File: src/rtl/imm_gen_pkg.sv
// Shared types and constants for the pipelined RISC-V immediate generator.
// Holds the immediate format enum, major opcode values and the XLEN legality check.
package imm_gen_pkg;

  localparam int unsigned INST_W = 32;
  localparam int unsigned FMT_W  = 3;
  localparam int unsigned PERF_W = 32;

  typedef enum logic [FMT_W-1:0] {
    FMT_NONE = 3'd0,
    FMT_I    = 3'd1,
    FMT_S    = 3'd2,
    FMT_B    = 3'd3,
    FMT_U    = 3'd4,
    FMT_J    = 3'd5,
    FMT_Z    = 3'd6
  } fmt_e;

  // Major opcodes, inst[6:0]
  localparam logic [6:0] OPC_LOAD      = 7'b0000011;
  localparam logic [6:0] OPC_MISC_MEM  = 7'b0001111;
  localparam logic [6:0] OPC_OP_IMM    = 7'b0010011;
  localparam logic [6:0] OPC_AUIPC     = 7'b0010111;
  localparam logic [6:0] OPC_OP_IMM_32 = 7'b0011011;
  localparam logic [6:0] OPC_STORE     = 7'b0100011;
  localparam logic [6:0] OPC_OP        = 7'b0110011;
  localparam logic [6:0] OPC_LUI       = 7'b0110111;
  localparam logic [6:0] OPC_OP_32     = 7'b0111011;
  localparam logic [6:0] OPC_BRANCH    = 7'b1100011;
  localparam logic [6:0] OPC_JALR      = 7'b1100111;
  localparam logic [6:0] OPC_JAL       = 7'b1101111;
  localparam logic [6:0] OPC_SYSTEM    = 7'b1110011;

  function automatic logic xlen_valid(input int unsigned xlen);
    return (xlen == 32) || (xlen == 64);
  endfunction

endpackage

File: src/rtl/imm_decode.sv
// Combinational instruction-to-immediate decoder: classifies the encoding format,
// flags illegal/non-32-bit encodings and builds the sign/zero-extended immediate.
module imm_decode
  import imm_gen_pkg::*;
#(
  parameter int unsigned XLEN = 32
) (
  input  logic [INST_W-1:0] inst_i,
  output logic [XLEN-1:0]   imm_c,
  output fmt_e              fmt_c,
  output logic              illegal_c
);

  localparam logic IS_RV64 = (XLEN == 64);

  logic [6:0]  opcode;
  logic [31:0] raw_imm;
  logic        unused_funct3_lo;

  assign opcode           = inst_i[6:0];
  assign unused_funct3_lo = ^inst_i[13:12];

  // Format classification; anything outside the supported opcode map is illegal
  always_comb begin
    fmt_c     = FMT_NONE;
    illegal_c = 1'b0;
    case (opcode)
      OPC_OP_IMM, OPC_LOAD, OPC_JALR, OPC_MISC_MEM: fmt_c = FMT_I;
      OPC_OP_IMM_32: begin
        if (IS_RV64) fmt_c = FMT_I;
        else         illegal_c = 1'b1;
      end
      OPC_SYSTEM:        fmt_c = inst_i[14] ? FMT_Z : FMT_I;
      OPC_STORE:         fmt_c = FMT_S;
      OPC_BRANCH:        fmt_c = FMT_B;
      OPC_LUI, OPC_AUIPC: fmt_c = FMT_U;
      OPC_JAL:           fmt_c = FMT_J;
      OPC_OP:            fmt_c = FMT_NONE;
      OPC_OP_32:         illegal_c = !IS_RV64;
      default:           illegal_c = 1'b1;
    endcase
    // Compressed/reserved length encodings are never legal here
    if (inst_i[1:0] != 2'b11) begin
      fmt_c     = FMT_NONE;
      illegal_c = 1'b1;
    end
  end

  // 32-bit immediate already sign-extended to bit 31 (Z is zero-extended)
  always_comb begin
    raw_imm = '0;
    case (fmt_c)
      FMT_I: raw_imm = {{20{inst_i[31]}}, inst_i[31:20]};
      FMT_S: raw_imm = {{20{inst_i[31]}}, inst_i[31:25], inst_i[11:7]};
      FMT_B: raw_imm = {{19{inst_i[31]}}, inst_i[31], inst_i[7], inst_i[30:25],
                        inst_i[11:8], 1'b0};
      FMT_U: raw_imm = {inst_i[31:12], 12'b0};
      FMT_J: raw_imm = {{11{inst_i[31]}}, inst_i[31], inst_i[19:12], inst_i[20],
                        inst_i[30:21], 1'b0};
      FMT_Z: raw_imm = {27'b0, inst_i[19:15]};
      default: raw_imm = '0;
    endcase
  end

  assign imm_c = XLEN'($signed(raw_imm));

endmodule

File: src/rtl/imm_gen_pipe.sv
// Pipelined immediate generator: decode feeding a main + skid output buffer with
// valid/ready handshakes and flush. Optional perf counters under IMMGEN_PERF_EN.
module imm_gen_pipe
  import imm_gen_pkg::*;
#(
  parameter int unsigned XLEN  = 32,
  parameter int unsigned TAG_W = 32
) (
  input  logic              clk,
  input  logic              rst_n,
  input  logic              flush,
  input  logic              in_valid,
  output logic              in_ready,
  input  logic [INST_W-1:0] in_inst,
  input  logic [TAG_W-1:0]  in_tag,
  output logic              out_valid,
  input  logic              out_ready,
  output logic [XLEN-1:0]   out_imm,
  output fmt_e              out_fmt,
  output logic              out_illegal,
  output logic [TAG_W-1:0]  out_tag
`ifdef IMMGEN_PERF_EN
  ,
  output logic [PERF_W-1:0] perf_total,
  output logic [PERF_W-1:0] perf_illegal
`endif
);

  if (!xlen_valid(XLEN)) begin : g_bad_xlen
    $error("imm_gen_pipe: XLEN must be 32 or 64");
  end

  logic [XLEN-1:0] dec_imm;
  fmt_e            dec_fmt;
  logic            dec_illegal;

  imm_decode #(.XLEN(XLEN)) u_decode (
    .inst_i    (in_inst),
    .imm_c     (dec_imm),
    .fmt_c     (dec_fmt),
    .illegal_c (dec_illegal)
  );

  logic             main_valid_q, main_valid_d;
  logic [XLEN-1:0]  main_imm_q,   main_imm_d;
  fmt_e             main_fmt_q,   main_fmt_d;
  logic             main_ill_q,   main_ill_d;
  logic [TAG_W-1:0] main_tag_q,   main_tag_d;

  logic             skid_valid_q, skid_valid_d;
  logic [XLEN-1:0]  skid_imm_q,   skid_imm_d;
  fmt_e             skid_fmt_q,   skid_fmt_d;
  logic             skid_ill_q,   skid_ill_d;
  logic [TAG_W-1:0] skid_tag_q,   skid_tag_d;

  logic in_fire;
  logic out_fire;

  // in_ready depends only on registered skid occupancy, never on out_ready
  assign in_ready = ~skid_valid_q;
  assign in_fire  = in_valid & ~skid_valid_q;
  assign out_fire = main_valid_q & out_ready;

  assign out_valid   = main_valid_q;
  assign out_imm     = main_imm_q;
  assign out_fmt     = main_fmt_q;
  assign out_illegal = main_ill_q;
  assign out_tag     = main_tag_q;

  // Buffer next-state: flush wins, then drain/promote, then accept
  always_comb begin
    main_valid_d = main_valid_q;
    main_imm_d   = main_imm_q;
    main_fmt_d   = main_fmt_q;
    main_ill_d   = main_ill_q;
    main_tag_d   = main_tag_q;
    skid_valid_d = skid_valid_q;
    skid_imm_d   = skid_imm_q;
    skid_fmt_d   = skid_fmt_q;
    skid_ill_d   = skid_ill_q;
    skid_tag_d   = skid_tag_q;

    if (flush) begin
      main_valid_d = 1'b0;
      skid_valid_d = 1'b0;
    end else begin
      if (out_fire) begin
        if (skid_valid_q) begin
          main_imm_d   = skid_imm_q;
          main_fmt_d   = skid_fmt_q;
          main_ill_d   = skid_ill_q;
          main_tag_d   = skid_tag_q;
          skid_valid_d = 1'b0;
        end else begin
          main_valid_d = 1'b0;
        end
      end
      if (in_fire) begin
        // in_fire implies skid empty, so a draining main can take the new entry directly
        if (!main_valid_q || out_fire) begin
          main_valid_d = 1'b1;
          main_imm_d   = dec_imm;
          main_fmt_d   = dec_fmt;
          main_ill_d   = dec_illegal;
          main_tag_d   = in_tag;
        end else begin
          skid_valid_d = 1'b1;
          skid_imm_d   = dec_imm;
          skid_fmt_d   = dec_fmt;
          skid_ill_d   = dec_illegal;
          skid_tag_d   = in_tag;
        end
      end
    end
  end

  always_ff @(posedge clk or negedge rst_n) begin
    if (!rst_n) begin
      main_valid_q <= 1'b0;
      main_imm_q   <= '0;
      main_fmt_q   <= FMT_NONE;
      main_ill_q   <= 1'b0;
      main_tag_q   <= '0;
      skid_valid_q <= 1'b0;
      skid_imm_q   <= '0;
      skid_fmt_q   <= FMT_NONE;
      skid_ill_q   <= 1'b0;
      skid_tag_q   <= '0;
    end else begin
      main_valid_q <= main_valid_d;
      main_imm_q   <= main_imm_d;
      main_fmt_q   <= main_fmt_d;
      main_ill_q   <= main_ill_d;
      main_tag_q   <= main_tag_d;
      skid_valid_q <= skid_valid_d;
      skid_imm_q   <= skid_imm_d;
      skid_fmt_q   <= skid_fmt_d;
      skid_ill_q   <= skid_ill_d;
      skid_tag_q   <= skid_tag_d;
    end
  end

`ifdef IMMGEN_PERF_EN
  logic [PERF_W-1:0] perf_total_q, perf_total_d;
  logic [PERF_W-1:0] perf_ill_q,   perf_ill_d;

  // Saturating handshake counters; a flushed cycle's handshake is not counted
  always_comb begin
    perf_total_d = perf_total_q;
    perf_ill_d   = perf_ill_q;
    if (out_fire && !flush) begin
      if (perf_total_q != '1) perf_total_d = perf_total_q + PERF_W'(1);
      if (main_ill_q && (perf_ill_q != '1)) perf_ill_d = perf_ill_q + PERF_W'(1);
    end
  end

  always_ff @(posedge clk or negedge rst_n) begin
    if (!rst_n) begin
      perf_total_q <= '0;
      perf_ill_q   <= '0;
    end else begin
      perf_total_q <= perf_total_d;
      perf_ill_q   <= perf_ill_d;
    end
  end

  assign perf_total   = perf_total_q;
  assign perf_illegal = perf_ill_q;
`endif

endmodule

File: config.mk
export PLATFORM = sky130hd
export DESIGN_NAME = imm_gen_pipe
export DESIGN_NICKNAME = d
export VERILOG_FILES = /design/src/rtl/imm_gen_pkg.sv /design/src/rtl/imm_decode.sv /design/src/rtl/imm_gen_pipe.sv
export SDC_FILE = /design/constraint.sdc
export NUM_CORES = 1
export LEC_CHECK = 0
export ABC_AREA = 1
export BUFFER_PORTS_ARGS = -buffer_cell sky130_fd_sc_hd__buf_2
export CELL_PAD_IN_SITES_DETAIL_PLACEMENT = 2
export CELL_PAD_IN_SITES_GLOBAL_PLACEMENT = 2
export CORE_UTILIZATION = 30
export CTS_CLUSTER_SIZE = 12
export DETAILED_ROUTE_END_ITERATION = 6
export MAX_ROUTING_LAYER = met4
export PLACE_DENSITY = 0.75
export SYNTH_ARGS = -nofsm -noshare
export SYNTH_HDL_FRONTEND = slang
export SYNTH_SLANG_ARGS = --single-unit
File: constraint.sdc
create_clock -name clk -period 1.7 [get_ports clk]
set_clock_uncertainty 0.1 [all_clocks]
set_input_delay 0 -clock clk [delete_from_list [all_inputs] [get_ports clk]]
set_output_delay 0 -clock clk [all_outputs]
set_load 0.05 [all_outputs]
## Word level (Yosys, flattened, before mapping)

Index checks and enable logic that the tools add are counted.

- Order comparisons: 0
- Divide/modulo/power cells: 0
- Reductions and logical operators: 6
- Eq/ne operators: 18
- Bitwise operators: 5
- Shifts and indexed selects: 0
- $add $sub $neg: 0
- Multiply operators: 0
- Muxes and demuxes: 31

Operators with widths:

| kind | count |
|---|---|
| $mux W32 | 8 |
| $pmux W32 S6 | 1 |
| $eq A7 B7 Y1 const B | 4 |
| $eq A7 B6 Y1 const B | 3 |
| $mux W3 | 6 |
| $pmux W3 S6 | 1 |
| $mux W1 | 15 |
| $eq A7 B5 Y1 const B | 2 |
| $reduce_or A11 Y1 | 1 |
| $eq A3 B3 Y1 const B | 3 |
| $eq A7 B2 Y1 const B | 1 |
| $eq A7 B4 Y1 const B | 1 |
| $eq A3 B2 Y1 const B | 2 |
| $reduce_or A4 Y1 | 1 |
| $eq A3 B1 Y1 const B | 1 |
| $not A1 Y1 | 3 |
| $reduce_and A3 Y1 | 1 |
| $and A1 B1 Y1 | 2 |
| $ne A2 B2 Y1 const B | 1 |
| $reduce_or A2 Y1 | 1 |
| $logic_not A1 Y1 | 1 |
| $logic_or A1 B1 Y1 | 1 |

- Input port bits: 69
- Memory bits (writable): 0
- Register bits: 138
- Output and inout bits: 70
- Latch bits: 0
- Bits in read-only memories: 0
- Memories kept: 0
- Logic and storage cells: 70

## Logic depth before layout (Yosys ltp)

- Word-level depth: 8
- Gate-level depth with buffers: 11
- Gate-level depth less buffers: 10

## By module

A second synthesis with hierarchy kept.

- Cells, all modules: 1136
- Area total of the unflattened synthesis: 7702.4 µm²

Modules (own cells, without submodules):

| module | area an instance (µm²) | cells each | seq. area each (µm²) | times used |
|---|---|---|---|---|
| imm_gen_pipe | 6641.4 | 901 | 3453.3 | 1 |
| imm_decode | 1061.0 | 235 | 0.0 | 1 |

## Least setup slack after synthesis

No wires, ideal clock.

- Path type: register -> register
- Start point: register main_valid_q (netlist: out_valid)
- End point: register main_tag_q[30] (netlist: out_tag[30])
- Path buffers: 2
- Cell stages (with the launch flop): 10
- Slack: -0.190 ns
- Data required time: 1.480 ns
- Arrival time: 1.670 ns
- Setup time: 0.120 ns
- Period minus slack after synthesis: 1.890 ns
- Path through: dfrtp_1 -> nand2_1 -> nand2_2 -> nand2_2 -> buf_2 -> buf_2 -> o22ai_1 -> nand2_1 -> o21ai_0 -> inv_1

- Longest elaborated chain between the ends: 4
- Elaborated cells on any way between the ends: 6
- Classes of those cells: 3 x mux; 1 x bitwise; 2 x reduce/logical

RTL lines:

| element | line | source |
|---|---|---|
| start, declared | imm_gen_pipe.sv:44 | `logic main_valid_q, main_valid_d;` |
| start signal, assigned | imm_gen_pipe.sv:130 | `main_valid_q <= main_valid_d;` |
| $and A1 B1 Y1 / $logic_not A1 Y1 (equally long branches) | imm_gen_pipe.sv:62, imm_gen_pipe.sv:100 |  |
| $mux W32 / $logic_or A1 B1 Y1 (equally long branches) | imm_gen_pipe.sv:87, imm_gen_pipe.sv:100 |  |
| $mux W32 | imm_gen_pipe.sv:100 | `if (!main_valid_q \|\| out_fire) begin` |
| $mux W32 * | imm_gen_pipe.sv:98 | `if (in_fire) begin` |
| end signal, assigned | imm_gen_pipe.sv:134 | `main_tag_q <= main_tag_d;` |
| end, declared | imm_gen_pipe.sv:48 | `logic [TAG_W-1:0] main_tag_q, main_tag_d;` |

Mark *: on every way between the ends. The rest lies on a longest branch, timed or not.
A chain may end at the register's enable or synchronous reset.

## Final worst setup path

- Start point: register skid_valid_q
- End point: register main_tag_q[7] (netlist: out_tag[7])

- Longest elaborated chain between the ends: 4
- Elaborated cells on any way between the ends: 6
- Classes of those cells: 4 x mux; 2 x bitwise

RTL lines:

| element | line | source |
|---|---|---|
| start, declared | imm_gen_pipe.sv:50 | `logic skid_valid_q, skid_valid_d;` |
| start signal, assigned | imm_gen_pipe.sv:135 | `skid_valid_q <= skid_valid_d;` |
| $mux W32 | imm_gen_pipe.sv:88 | `if (skid_valid_q) begin` |
| $mux W32 | imm_gen_pipe.sv:87 | `if (out_fire) begin` |
| $mux W32 | imm_gen_pipe.sv:100 |  |
| $mux W32 * | imm_gen_pipe.sv:98 |  |

Marks and branches as above.

==> impl_metrics.ini <==
[floorplan]
core_region_area_sq_um = 24600
initial_utilization_pct = 31.0
num_io_pins = 139
dieWidth_um = 161
die_h_um = 161
die_area_sq_um = 26100
core.rowCount = 57

[grt]
grt_use_total_pct = 25.9
grt_pass1_vias = 9228
grt_pass1_wl_mm = 51.0
grt_max_degree = 43
antenna_found_initial = 0
gr-total-overflow = 0

[clock_network]
numCtsBuffers = 17
insertion_delay_ns = 0.44
cts_max_level = 4
clockBufferDepth = 2
cts.sinks = 138
cts_tree = yes
path_clk_slew_ns = 0.08
cts_root_buffer = clkbuf_16

[route]
vias = 8283
wl_mm = 31.9
drtIter0Drc = 392
drt_pre_antenna_iters = 5
via_per_inst = 5.15
wl_per_cell_um = 19.9
final_antenna_net_count = 0
drc = 0

[timing]
min_period_ns = 1.64
slew_violations = 0
setup_violations = 0
worst_pin_slew_ns = 0.542
rsz0062_at_grt = true
setup_tns_ns = 0
final_hold_viol_count = 0
relSlewSlack_pct = 63.7
finalWorstSetupSlack_ns = 0.0579
fin_crit_sh_pct = 96.6
max_freq_ghz = 0.609

[placement]
gp_congestion = 0.802
dp_hpwl_mm = 20.2
io_buffers = 138
place_area_sq_um = 8870
dp_cells = 1515
place_ws_ns = -0.0940

[critical_path]
crit_path_cell_trace = nor2_4 > nand2_2 > buf_12 > o22ai_1 > nand2_1 > o21ai_0 > inv_1
critPathLaunchType = flop
required_ns = 1.92
max_stage_delay_ns = 0.47
rrSetupSlack_ns = 0.06
cp_slowest_cell = dfrtp_2
end_kind = flop
r2r_end = out_tag[7]
worstPathArrival_ns = 1.86
r2r_start = skid_valid_q
rr_worst_depth = 7
critical_path_class = flop to flop
path_max_fanout = 42

[outcome]
status = finished clean

[logic_synthesis]
syn_area_per_cell_sq_um = 7.02
syn_inst = 1086
netlist_area_sq_um = 7630
synth.distinct_cells = 27
syn_nets = 1155
ys_ff_latch = 138
synth-seq-area-share_pct = 45.3
synth_warnings = 0

[finish]
finalInstanceArea_sq_um = 10200
layoutNonFillerInstCount = 1607
antenna-diode-count = 0
finish.net_count = 1339
syn_to_final_growth_pct = 33.4
drive_gt1_share_pct = 19.0

[power]
p_leak_nw = 5.60
max-vdd-ir-drop_mv = 0.619
power_density_nw_per_um2 = 1160

[run]
drv_cap = 0

[min_path]
hold_class = input pin to asynchronous set/reset pin
[sequential cells by signal, summed over array words and instances (netlist names)]
| register | cells |
|---|---|
| out_illegal | 1 |
| out_fmt | 3 |
| skid_ill_q | 1 |
| out_tag | 32 |
| out_imm | 32 |
| skid_tag_q | 32 |
| skid_fmt_q | 3 |
| out_valid | 1 |
| skid_valid_q | 1 |
| skid_imm_q | 32 |
[worst max path at each step]
stage | from | to | slack, ns | cells past startpoint
after floorplan | out_valid | skid_tag_q[12] | 0.006 | 8
after global placement | skid_valid_q | skid_imm_q[0] | 0.002 | 6
after detailed placement | skid_valid_q | skid_imm_q[0] | -0.09 | 6
after CTS | out_valid | out_fmt[1] | 0.006 | 9
after global routing | out_valid | out_imm[10] | -0.03 | 9
final | skid_valid_q | out_tag[7] | 0.06 | 7
[cell usage in the layout, fill, tap and decap left out, drive strengths merged]
| master | instances |
|---|---|
| a21boi | 5 |
| dlygate4sd3 | 57 |
| nor2 | 52 |
| a31oi | 3 |
| inv | 108 |
| o22ai | 32 |
| nor3 | 1 |
| buf | 181 |
| o21ai | 41 |
| a21oi | 4 |
| clkbuf | 18 |
| nand3 | 147 |
| nand4 | 36 |
| bufinv | 1 |
| clkinv | 5 |
| nand3b | 1 |
| dfrtp | 138 |
| nand2 | 452 |
| o31ai | 1 |
[logic make-up after synthesis]
kind of cell / share of synthesized area (%)
AO/OA/AOI/OAI: 6.41
buffers and inverters: 9.48
flip-flops: 45.3
AND/OR/NAND/NOR: 38.8
[layout make-up]
type,instances,area [sq um]
Sequential cell,138,3460
Tap cell,324,405
Multi-Input combinational cell,775,3500
Fill cell,2864,14400
Clock inverter,15,193
Inverter,99,372
Clock buffer,17,425
Timing Repair Buffer,239,1830
[where the power goes]
part / switching (W) / internal, W
sequential: 0.000434 / 0.00391
combinational: 0.00254 / 0.000929
clock: 0.00182 / 0.00213
total: 0.00479 / 0.00697
[Yosys cell counts, drive strengths merged]
cell      n  area (sq um)
nand4    36           231
nor2     52           234
buf      34           201
a21oi     4          20.0
a21boi    5          37.5
nand3   147           748
nor3      1          16.3
a31oi     3          18.8
inv      98           368
nand2   452          1720
o21ai    41           205
o31ai     1          7.51
dfrtp   138          3450
clkinv    1          3.75
o22ai    32           200
nand3b    1          7.51
clkbuf   40           150
[critical path: cells and delay by family (launching register included)]
kind | cells | cell delay (ns)
flip-flops | 1 | 0.47
buffers and inverters | 2 | 0.30
AND/OR/NAND/NOR | 3 | 0.37
AO/OA/AOI/OAI | 2 | 0.29
[stage by stage]
step	power, W	util, %	hold WS (ns)
floorplan	0.00651	-	-0.396
global route	0.0123	41.4	0.0354
finish	0.0118	41.4	0.0260
CTS	0.0118	41.0	0.00774
global placement	0.00752	36.0	-0.190
detailed placement	0.00767	36.0	-0.190
[what timing repair did]
action / in CTS / in global routing
gates cloned: 0 / 1
hold endpoints to repair: 237 / 0
resized for setup: 4 / 11
endpoints found under the setup margin: 58 / 43
hold buffers: 58 / 0
buffers inserted: 0 / 1
[layer usage]
layer	up-vias	global-route usage (%)	share of wire (%)
met3	46	3.47	3.4
li1	3832	-	-
met1	4203	31.9	45
met5	-	-	0
met4	0	7.33	1.8
met2	202	44.4	50
No activity file was read; power rests on OpenSTA's default activity.
